$ cat src/rtl/request_if.sv
// Cache-side request/hit bundle between the request unit (master) and the
// instruction/data cache interface (slave).
interface request_if;
    logic        ihit;
    logic        dhit;
    logic        imemREN;
    logic        dmemREN;
    logic        dmemWEN;
    logic [31:0] dmemaddr;
    logic [31:0] dmemstore;

    modport master (
        input  ihit, dhit,
        output imemREN, dmemREN, dmemWEN, dmemaddr, dmemstore
    );

    modport slave (
        output ihit, dhit,
        input  imemREN, dmemREN, dmemWEN, dmemaddr, dmemstore
    );
endinterface

$ cat src/rtl/request_unit.sv
// Memory request sequencer for the single-cycle MIPS datapath: fetch/data
// request handshake, retire pulse, LL/SC link register and sticky halt.
module request_unit (
    input  logic              CLK,
    input  logic              nRST,
    input  logic              cu_dREN,
    input  logic              cu_dWEN,
    input  logic              cu_datomic,
    input  logic              cu_halt,
    input  logic [31:0]       alu_addr,
    input  logic [31:0]       store_data,
    input  logic              snoop_valid,
    input  logic [31:0]       snoop_addr,
    request_if.master         mem,
    output logic              pc_en,
    output logic              sc_success,
    output logic              halt
);
    typedef logic [31:0] word_t;
    typedef enum logic [1:0] {FETCH, DATA, SCFAIL, HALTED} state_t;

    state_t        state, next_state;
    logic          dren_q, dwen_q, atom_q, sc_ok_q;
    word_t         addr_q, store_q;
    logic          link_valid;
    logic [31:2]   link_addr;

    logic          load_fields;
    logic          sc_ok_d;
    logic          is_sc, link_match;
    logic          data_done, sc_retire, ll_done, snoop_hit, store_hit;

    assign is_sc      = cu_dWEN & cu_datomic;
    assign link_match = link_valid & (link_addr == alu_addr[31:2]);

    // NOTE: every always_comb output gets a default first so no path leaves
    // it unassigned; otherwise synthesis infers a latch.
    always_comb begin
        next_state  = state;
        pc_en       = 1'b0;
        load_fields = 1'b0;
        sc_ok_d     = 1'b0;
        unique case (state)
            FETCH: begin
                if (mem.ihit) begin
                    if (cu_halt) begin
                        next_state = HALTED;
                    end else if (cu_dREN | cu_dWEN) begin
                        load_fields = 1'b1;
                        if (is_sc && !link_match) begin
                            next_state = SCFAIL;
                        end else begin
                            sc_ok_d    = is_sc;
                            next_state = DATA;
                        end
                    end else begin
                        pc_en = 1'b1;
                    end
                end
            end
            DATA: begin
                if (mem.dhit) begin
                    pc_en      = 1'b1;
                    next_state = FETCH;
                end
            end
            SCFAIL: begin
                pc_en      = 1'b1;
                next_state = FETCH;
            end
            HALTED: next_state = HALTED;
            default: next_state = FETCH;
        endcase
    end

    // NOTE: sequential state uses non-blocking assignments so every register
    // samples pre-edge values regardless of statement order.
    always_ff @(posedge CLK or negedge nRST) begin
        if (!nRST) begin
            state <= FETCH;
        end else begin
            state <= next_state;
        end
    end

    always_ff @(posedge CLK or negedge nRST) begin
        if (!nRST) begin
            dren_q  <= 1'b0;
            dwen_q  <= 1'b0;
            atom_q  <= 1'b0;
            sc_ok_q <= 1'b0;
            addr_q  <= '0;
            store_q <= '0;
        end else if (load_fields) begin
            dren_q  <= cu_dREN;
            dwen_q  <= cu_dWEN;
            atom_q  <= cu_datomic;
            sc_ok_q <= sc_ok_d;
            addr_q  <= alu_addr;
            store_q <= store_data;
        end
    end

    assign data_done = (state == DATA) & mem.dhit;
    assign sc_retire = (data_done & dwen_q & atom_q) | (state == SCFAIL);
    assign ll_done   = data_done & dren_q & atom_q;
    assign snoop_hit = snoop_valid & (snoop_addr[31:2] == link_addr);
    assign store_hit = data_done & dwen_q & ~atom_q & (addr_q[31:2] == link_addr);

    // Priority: SC retire, then LL set (beats a same-cycle snoop), then clears.
    always_ff @(posedge CLK or negedge nRST) begin
        if (!nRST) begin
            link_valid <= 1'b0;
            link_addr  <= '0;
        end else if (sc_retire) begin
            link_valid <= 1'b0;
        end else if (ll_done) begin
            link_valid <= 1'b1;
            link_addr  <= addr_q[31:2];
        end else if (snoop_hit | store_hit) begin
            link_valid <= 1'b0;
        end
    end

    assign mem.imemREN   = (state == FETCH);
    assign mem.dmemREN   = (state == DATA) & dren_q;
    assign mem.dmemWEN   = (state == DATA) & dwen_q;
    assign mem.dmemaddr  = addr_q;
    assign mem.dmemstore = store_q;
    assign sc_success    = sc_ok_q;
    assign halt          = (state == HALTED);
endmodule

$ cat src/flat_wrapper.sv
// flat-port wrapper written by rule: the top's interface ports become plain ports
module request_unit_flat 
  (CLK, nRST, cu_dREN, cu_dWEN, cu_datomic, cu_halt, alu_addr, store_data, snoop_valid, snoop_addr, pc_en, sc_success, halt, mem_ihit, mem_dhit, mem_imemREN, mem_dmemREN, mem_dmemWEN, mem_dmemaddr, mem_dmemstore);
  request_if mem_i ();
  input  logic CLK;
  input  logic nRST;
  input  logic cu_dREN;
  input  logic cu_dWEN;
  input  logic cu_datomic;
  input  logic cu_halt;
  input  logic [31:0] alu_addr;
  input  logic [31:0] store_data;
  input  logic snoop_valid;
  input  logic [31:0] snoop_addr;
  output logic pc_en;
  output logic sc_success;
  output logic halt;
  input wire logic [$bits(mem_i.ihit)-1:0] mem_ihit;
  input wire logic [$bits(mem_i.dhit)-1:0] mem_dhit;
  output wire logic [$bits(mem_i.imemREN)-1:0] mem_imemREN;
  output wire logic [$bits(mem_i.dmemREN)-1:0] mem_dmemREN;
  output wire logic [$bits(mem_i.dmemWEN)-1:0] mem_dmemWEN;
  output wire logic [$bits(mem_i.dmemaddr)-1:0] mem_dmemaddr;
  output wire logic [$bits(mem_i.dmemstore)-1:0] mem_dmemstore;
  assign mem_i.ihit = mem_ihit;
  assign mem_i.dhit = mem_dhit;
  assign mem_imemREN = mem_i.imemREN;
  assign mem_dmemREN = mem_i.dmemREN;
  assign mem_dmemWEN = mem_i.dmemWEN;
  assign mem_dmemaddr = mem_i.dmemaddr;
  assign mem_dmemstore = mem_i.dmemstore;
  request_unit u_core (.CLK(CLK), .nRST(nRST), .cu_dREN(cu_dREN), .cu_dWEN(cu_dWEN), .cu_datomic(cu_datomic), .cu_halt(cu_halt), .alu_addr(alu_addr), .store_data(store_data), .snoop_valid(snoop_valid), .snoop_addr(snoop_addr), .mem(mem_i), .pc_en(pc_en), .sc_success(sc_success), .halt(halt));
endmodule
$ cat config.mk
export PLATFORM = sky130hd
export DESIGN_NAME = request_unit_flat
export DESIGN_NICKNAME = d
export VERILOG_FILES = /design/src/rtl/request_if.sv /design/src/rtl/request_unit.sv /design/src/flat_wrapper.sv
export SDC_FILE = /design/constraint.sdc
export NUM_CORES = 1
export LEC_CHECK = 0
export BUFFER_PORTS_ARGS = -buffer_cell sky130_fd_sc_hd__buf_2
export CAP_MARGIN = 10
export CORE_ASPECT_RATIO = 0.9
export CORE_MARGIN = 1.5
export CORE_UTILIZATION = 35
export DETAILED_ROUTE_END_ITERATION = 6
export GPL_TIMING_DRIVEN = 1
export SLEW_MARGIN = 30
export SYNTH_ARGS = -nofsm -noshare
export SYNTH_HDL_FRONTEND = slang
export SYNTH_SLANG_ARGS = --single-unit
$ cat constraint.sdc
create_clock -name CLK -period 2.1 [get_ports CLK]
set_input_delay 0.315 -clock CLK [delete_from_list [all_inputs] [get_ports CLK]]
set_output_delay 0.315 -clock CLK [all_outputs]
set_load 0.02 [all_outputs]
# Word-level counts from Yosys, hierarchy flattened
# Cells that the tools add are included.
# op_classes
eq_ne	9
n_mux	23
bitwise_logic	17
n_reduce_logical	6
# ops
operator	n
== test 30 bit	3
two-way mux 1 bit	16
bitwise AND 1 bit	12
two-way mux 2 bit	5
one-hot mux 2 bit (4 select lines)	1
== test 2 bit, second input constant	2
!= test 2 bit, second input constant	2
!= test 3 x 2 -> 1 bit, second input constant	1
bitwise OR 1 bit	3
one-hot mux 1 bit (3 select lines)	1
AND reduction 3 bit	1
nonzero test 3 bit	1
== test 2 x 1 -> 1 bit, second input constant	1
zero test 2 bit	1
NOT 1 bit	2
AND reduction 2 bit	1
logical AND 1 bit	1
zero test 1 bit	1
# totals
reg_bits	101
input_bits	105
out_inout_bits	70
elab_cells	64

# Logic depth before layout (Yosys ltp)
# depth
ltp_word	9
depth_mapped	6
mapped_depth_nobuf	5

# Least setup slack after synthesis
# Ideal clock, no wire load.
# synth_timing
path_kind	register -> output
start	register u_core.state[1]
end	output pc_en
t_arrival_ns	1.669
t_required_ns	1.785
setup_slack_ns	0.116
stages_incl_launch_ff	6
path_buffers	0
path_cell_list	dfrtp_1 > nor2_2 > nand2_1 > nor2_1 > a22oi_1 > o21ai_0
# synth_between
elab_chain_cells	2
elab_cells_between_ends	4
cone_classes	eq/ne: 2; mux: 1; reduce/logical: 1
# synth_rtl
item	line	rtl
from (decl)	request_unit.sv:22	state_t state, next_state;
from (signal assigned)	request_unit.sv:82	state <= next_state;
zero test 2 bit	--	
via mem_imemREN	flat_wrapper.sv:20	output wire logic [$bits(mem_i.imemREN)-1:0] mem_imemREN;
one-hot mux 1 bit (3 select lines)	request_unit.sv:43	unique case (state)
to (decl)	flat_wrapper.sv:15	output logic pc_en;
# The timed path passes the listed nets, and every way through them passes these cells.

# Worst setup path in the final report
# layout_timing
start	register u_core.link_addr[13] in the netlist's numbering
end	register u_core.state[1]
# layout_between
elab_chain_cells	9
# layout_rtl
item	line	rtl
from (decl)	request_unit.sv:26	logic [31:2] link_addr;
from (signal assigned)	request_unit.sv:119	link_addr <= addr_q[31:2];
== test 30 bit	request_unit.sv:34	assign link_match = link_valid & (link_addr == alu_addr[31:2]);
bitwise AND 1 bit	request_unit.sv:34	
zero test 1 bit	request_unit.sv:50	if (is_sc && !link_match) begin
logical AND 1 bit	request_unit.sv:50	
two-way mux 2 bit	request_unit.sv:50	
two-way mux 2 bit	request_unit.sv:48	end else if (cu_dREN | cu_dWEN) begin
two-way mux 2 bit	request_unit.sv:46	if (cu_halt) begin
two-way mux 2 bit	request_unit.sv:45	if (mem.ihit) begin
one-hot mux 2 bit (4 select lines)	request_unit.sv:43	
# No other way between the ends. The select of a mux whose other input is x is not followed.
# A chain may end at the register's enable or synchronous reset.

==> results.sh <==
export IMPL_cts_buffer_depth=2
export IMPL_p_per_area_mw_per_mm2=1530
export IMPL_worst_hold_slack_ns=0.179
export IMPL_numPlacedInstances=725
export IMPL_end_kind="flop"
export IMPL_min_period_ns=1.97
export IMPL_path_cells="xnor2_1 > nand4_1 > nor4_1 > buf_4 > a21oi_1 > o31a_1"
export IMPL_fmax_mhz=507
export IMPL_cp_arrival_ns=2.20
export IMPL_rsz0062_at_grt="no"
export IMPL_met1_length_um=5950
export IMPL_drive_above_1_share_pct=47.5
export IMPL_final_cells=742
export IMPL_skew_ns=0.0105
export IMPL_syn_area_mm2=0.00503
export IMPL_htreeDepth=3
export IMPL_crit_slowest_cell="dfrtp_1"
export IMPL_grt_remaining_overflow=0
export IMPL_area_delta_synth_final_pct=28.4
export IMPL_ys_seq_area_share_pct=50.2
export IMPL_io_buffers=172
export IMPL_wire_per_inst_um=17.0
export IMPL_worstSkewPairLatency_ns=0.35
export IMPL_cp_max_fo=4
export IMPL_cts_setup_buffers=0
export IMPL_final_nets=649
export IMPL_worst_slew_pin_slew_ns=0.499
export IMPL_status="finished clean"
export IMPL_finalSetupViolations=0
export IMPL_crit_start="u_core.link_addr[13]"
export IMPL_clk_pin_slew_ns=0.07
export IMPL_synthCells=361
export IMPL_grt_max_degree=67
export IMPL_cts_made_buffers=9
export IMPL_max_slew_margin_rel_pct=66.4
export IMPL_wirelength_um=12600
export IMPL_drt_vias_per_instance=4.63
export IMPL_tns_ns=0
export IMPL_drtAntennaViolNets=0
export IMPL_cap_violations=0
export IMPL_antenna_found_initial=0
export IMPL_reg2reg_from="u_core.link_addr[13]"
export IMPL_fillers=1375
export IMPL_cts_sinks=101
export IMPL_grt_pass1_wl_um=19400
export IMPL_synth_seq_cells=101
export IMPL_hold_viol=0
export IMPL_synth_edff_count=0
export IMPL_ios=175
export IMPL_worstHoldStart="store_data[17]"
export IMPL_ys_warn_count=0
export IMPL_route_met2_wl_um=5890
export IMPL_initial_core_util_pct=35.8
export IMPL_cts_root_buf="clkbuf_16"
export IMPL_die_area_mm2=0.0151
export IMPL_fp_coreArea_mm2=0.0141
export IMPL_synthesis_nets=466
export IMPL_highest_layer="met4"
export IMPL_critPathMaxStageDelay_ns=0.43
export IMPL_cts_tree="yes"
export IMPL_post_route_util_pct=46.0
export IMPL_route_met3_wl_um=640
export IMPL_grt_usage_pct=17.5
export IMPL_antenna_cells=0
export IMPL_drv_slew=0
export IMPL_route_detailed_drc=0
export IMPL_dr_pass1_iters=4
export IMPL_synth_flop_cell="dfrtp_1"
export IMPL_vias=3437
export IMPL_drt_iter0_drc=128
export IMPL_place_congestion=0.808
export IMPL_yosysUniqueCellTypes=36
export IMPL_critPathKind="flop to flop"
export IMPL_die_x_um=129
export IMPL_grt_pass1_vias=3487
export IMPL_min_path_type="input port to flop"
export IMPL_finalCritPeriodShare_pct=94.0
export IMPL_p_leak_uw=0.00302
export IMPL_async_reset_ff_share_pct=100
export IMPL_die_h_um=117
export IMPL_avgSynthCellArea_um2=13.9
export IMPL_multiInputGateArea_mm2=0.00238
export IMPL_dp_hpwl_um=9640
export IMPL_rows=41
export IMPL_start_kind="flop"
export IMPL_regArea_mm2=0.00253
export IMPL_cp_data_required_time_ns=2.33
export IMPL_max_vdd_ir_drop_v=0.000721
==> kinds of logic (layout without fill, tap and decap cells) <==
family                 after synthesis  after routing  share of synthesized area, %
flip-flops                         101            101                          50.2
AND/OR/NAND/NOR                     52             52                          6.37
AO/OA/AOI/OAI                       11             11                          1.59
buffers and inverters               12            200                          2.73
multiplexers                        95             95                          23.4
XOR/XNOR                            90             90                          15.7
==> worst max-delay path, delay by kind of cell (launching register included) <==
kind                   cells  cell delay, ns
AND/OR/NAND/NOR            2            0.60
flip-flops                 1            0.43
XOR/XNOR                   1            0.31
AO/OA/AOI/OAI              2            0.32
buffers and inverters      1            0.19
==> registers in the layout (all words and copies together), names as in the netlist <==
register              count
u_core.dwen_q             1
u_core.dren_q             1
u_core.mem.dmemstore     32
u_core.atom_q             1
u_core.sc_success         1
u_core.link_addr         30
u_core.state              2
u_core.mem.dmemaddr      32
u_core.link_valid         1
==> report_power, final <==
| group | leakage, uW | internal (uW) | switching [uW] |
|---|---|---|---|
| logic | 0.00163 | 2060 | 2160 |
| clock network | 0.000152 | 1050 | 746 |
| registers | 0.00124 | 2890 | 996 |
==> area by class of cell <==
class / count / share of cell area, %
Clock inverter: 7 / 1.51
Clock buffer: 9 / 3.49
Multi-Input combinational cell: 248 / 36.8
Timing Repair Buffer: 183 / 15.3
Sequential cell: 101 / 39.2
Inverter: 1 / 0.0581
Tap cell: 193 / 3.74
==> placed cells by master (no fill, tap or decap), types with 4 or more instances in the layout <==
master	count
nand4_1	15
xor2_1	41
nand2_1	4
xnor2_1	49
mux2_1	39
buf_2	171
buf_4	8
nor4_1	12
clkbuf_16	9
dfrtp_1	99
mux2_4	29
mux2_2	27
==> what timing repair did <==
| action | 4_1_cts | 5_1_grt |
|---|---|---|
| endpoints found under the hold margin | 9 | 0 |
| gates resized for setup | 0 | 4 |
| hold buffers | 1 | 0 |
| endpoints found under the setup margin | 0 | 1 |
==> cell usage after synthesis (2+ instances only) <==
cell type,number,area [um^2]
mux2_1,39,439
buf_2,2,10.0
a21oi_1,2,10.0
nand3_1,3,15.0
xor2_1,41,359
xnor2_1,49,429
mux2_2,27,304
nand4_1,15,93.8
a22o_1,2,17.5
buf_12,3,60.1
dfrtp_1,101,2530
nor2_1,2,7.51
buf_6,5,56.3
nand2_1,5,18.8
nand2b_1,2,12.5
and3b_1,2,17.5
mux2_4,29,435
nor3_1,3,15.0
nor4_1,12,75.1
==> routing by layer <==
metal  vias up  global-route usage [%]
met4         0                    3.82
met3        14                    5.22
li1       1640                       -
met2        98                    28.0
met5         -                       0
met1      1685                    23.5
==> per-stage QoR <==
step	instance area [um^2]	total power (uW)	worst slack, ns
after floorplan	5030	6640	0.116
after global placement	6120	8090	0.161
after detailed placement	6120	8200	0.147
after CTS	6460	10000	0.00574
after global routing	6460	10600	0.0147
final	6460	9900	0.127
==> final timing paths <==
check | to | slack (ns) | depth (start not counted)
worst max-delay path | u_core.state[1] | 0.13 | 6
worst min-delay path | u_core.mem.dmemstore[17] | 0.18 | 2
worst max register to register | u_core.state[1] | 0.13 | 6
worst min register to register | u_core.mem.dmemstore[17] | 0.48 | 1
max in group asynchronous | u_core.state[1] | 1.07 | 3
min in group asynchronous | u_core.mem.dmemaddr[1] | 0.34 | 2
Note: power is estimated with default switching activity, not from simulation.
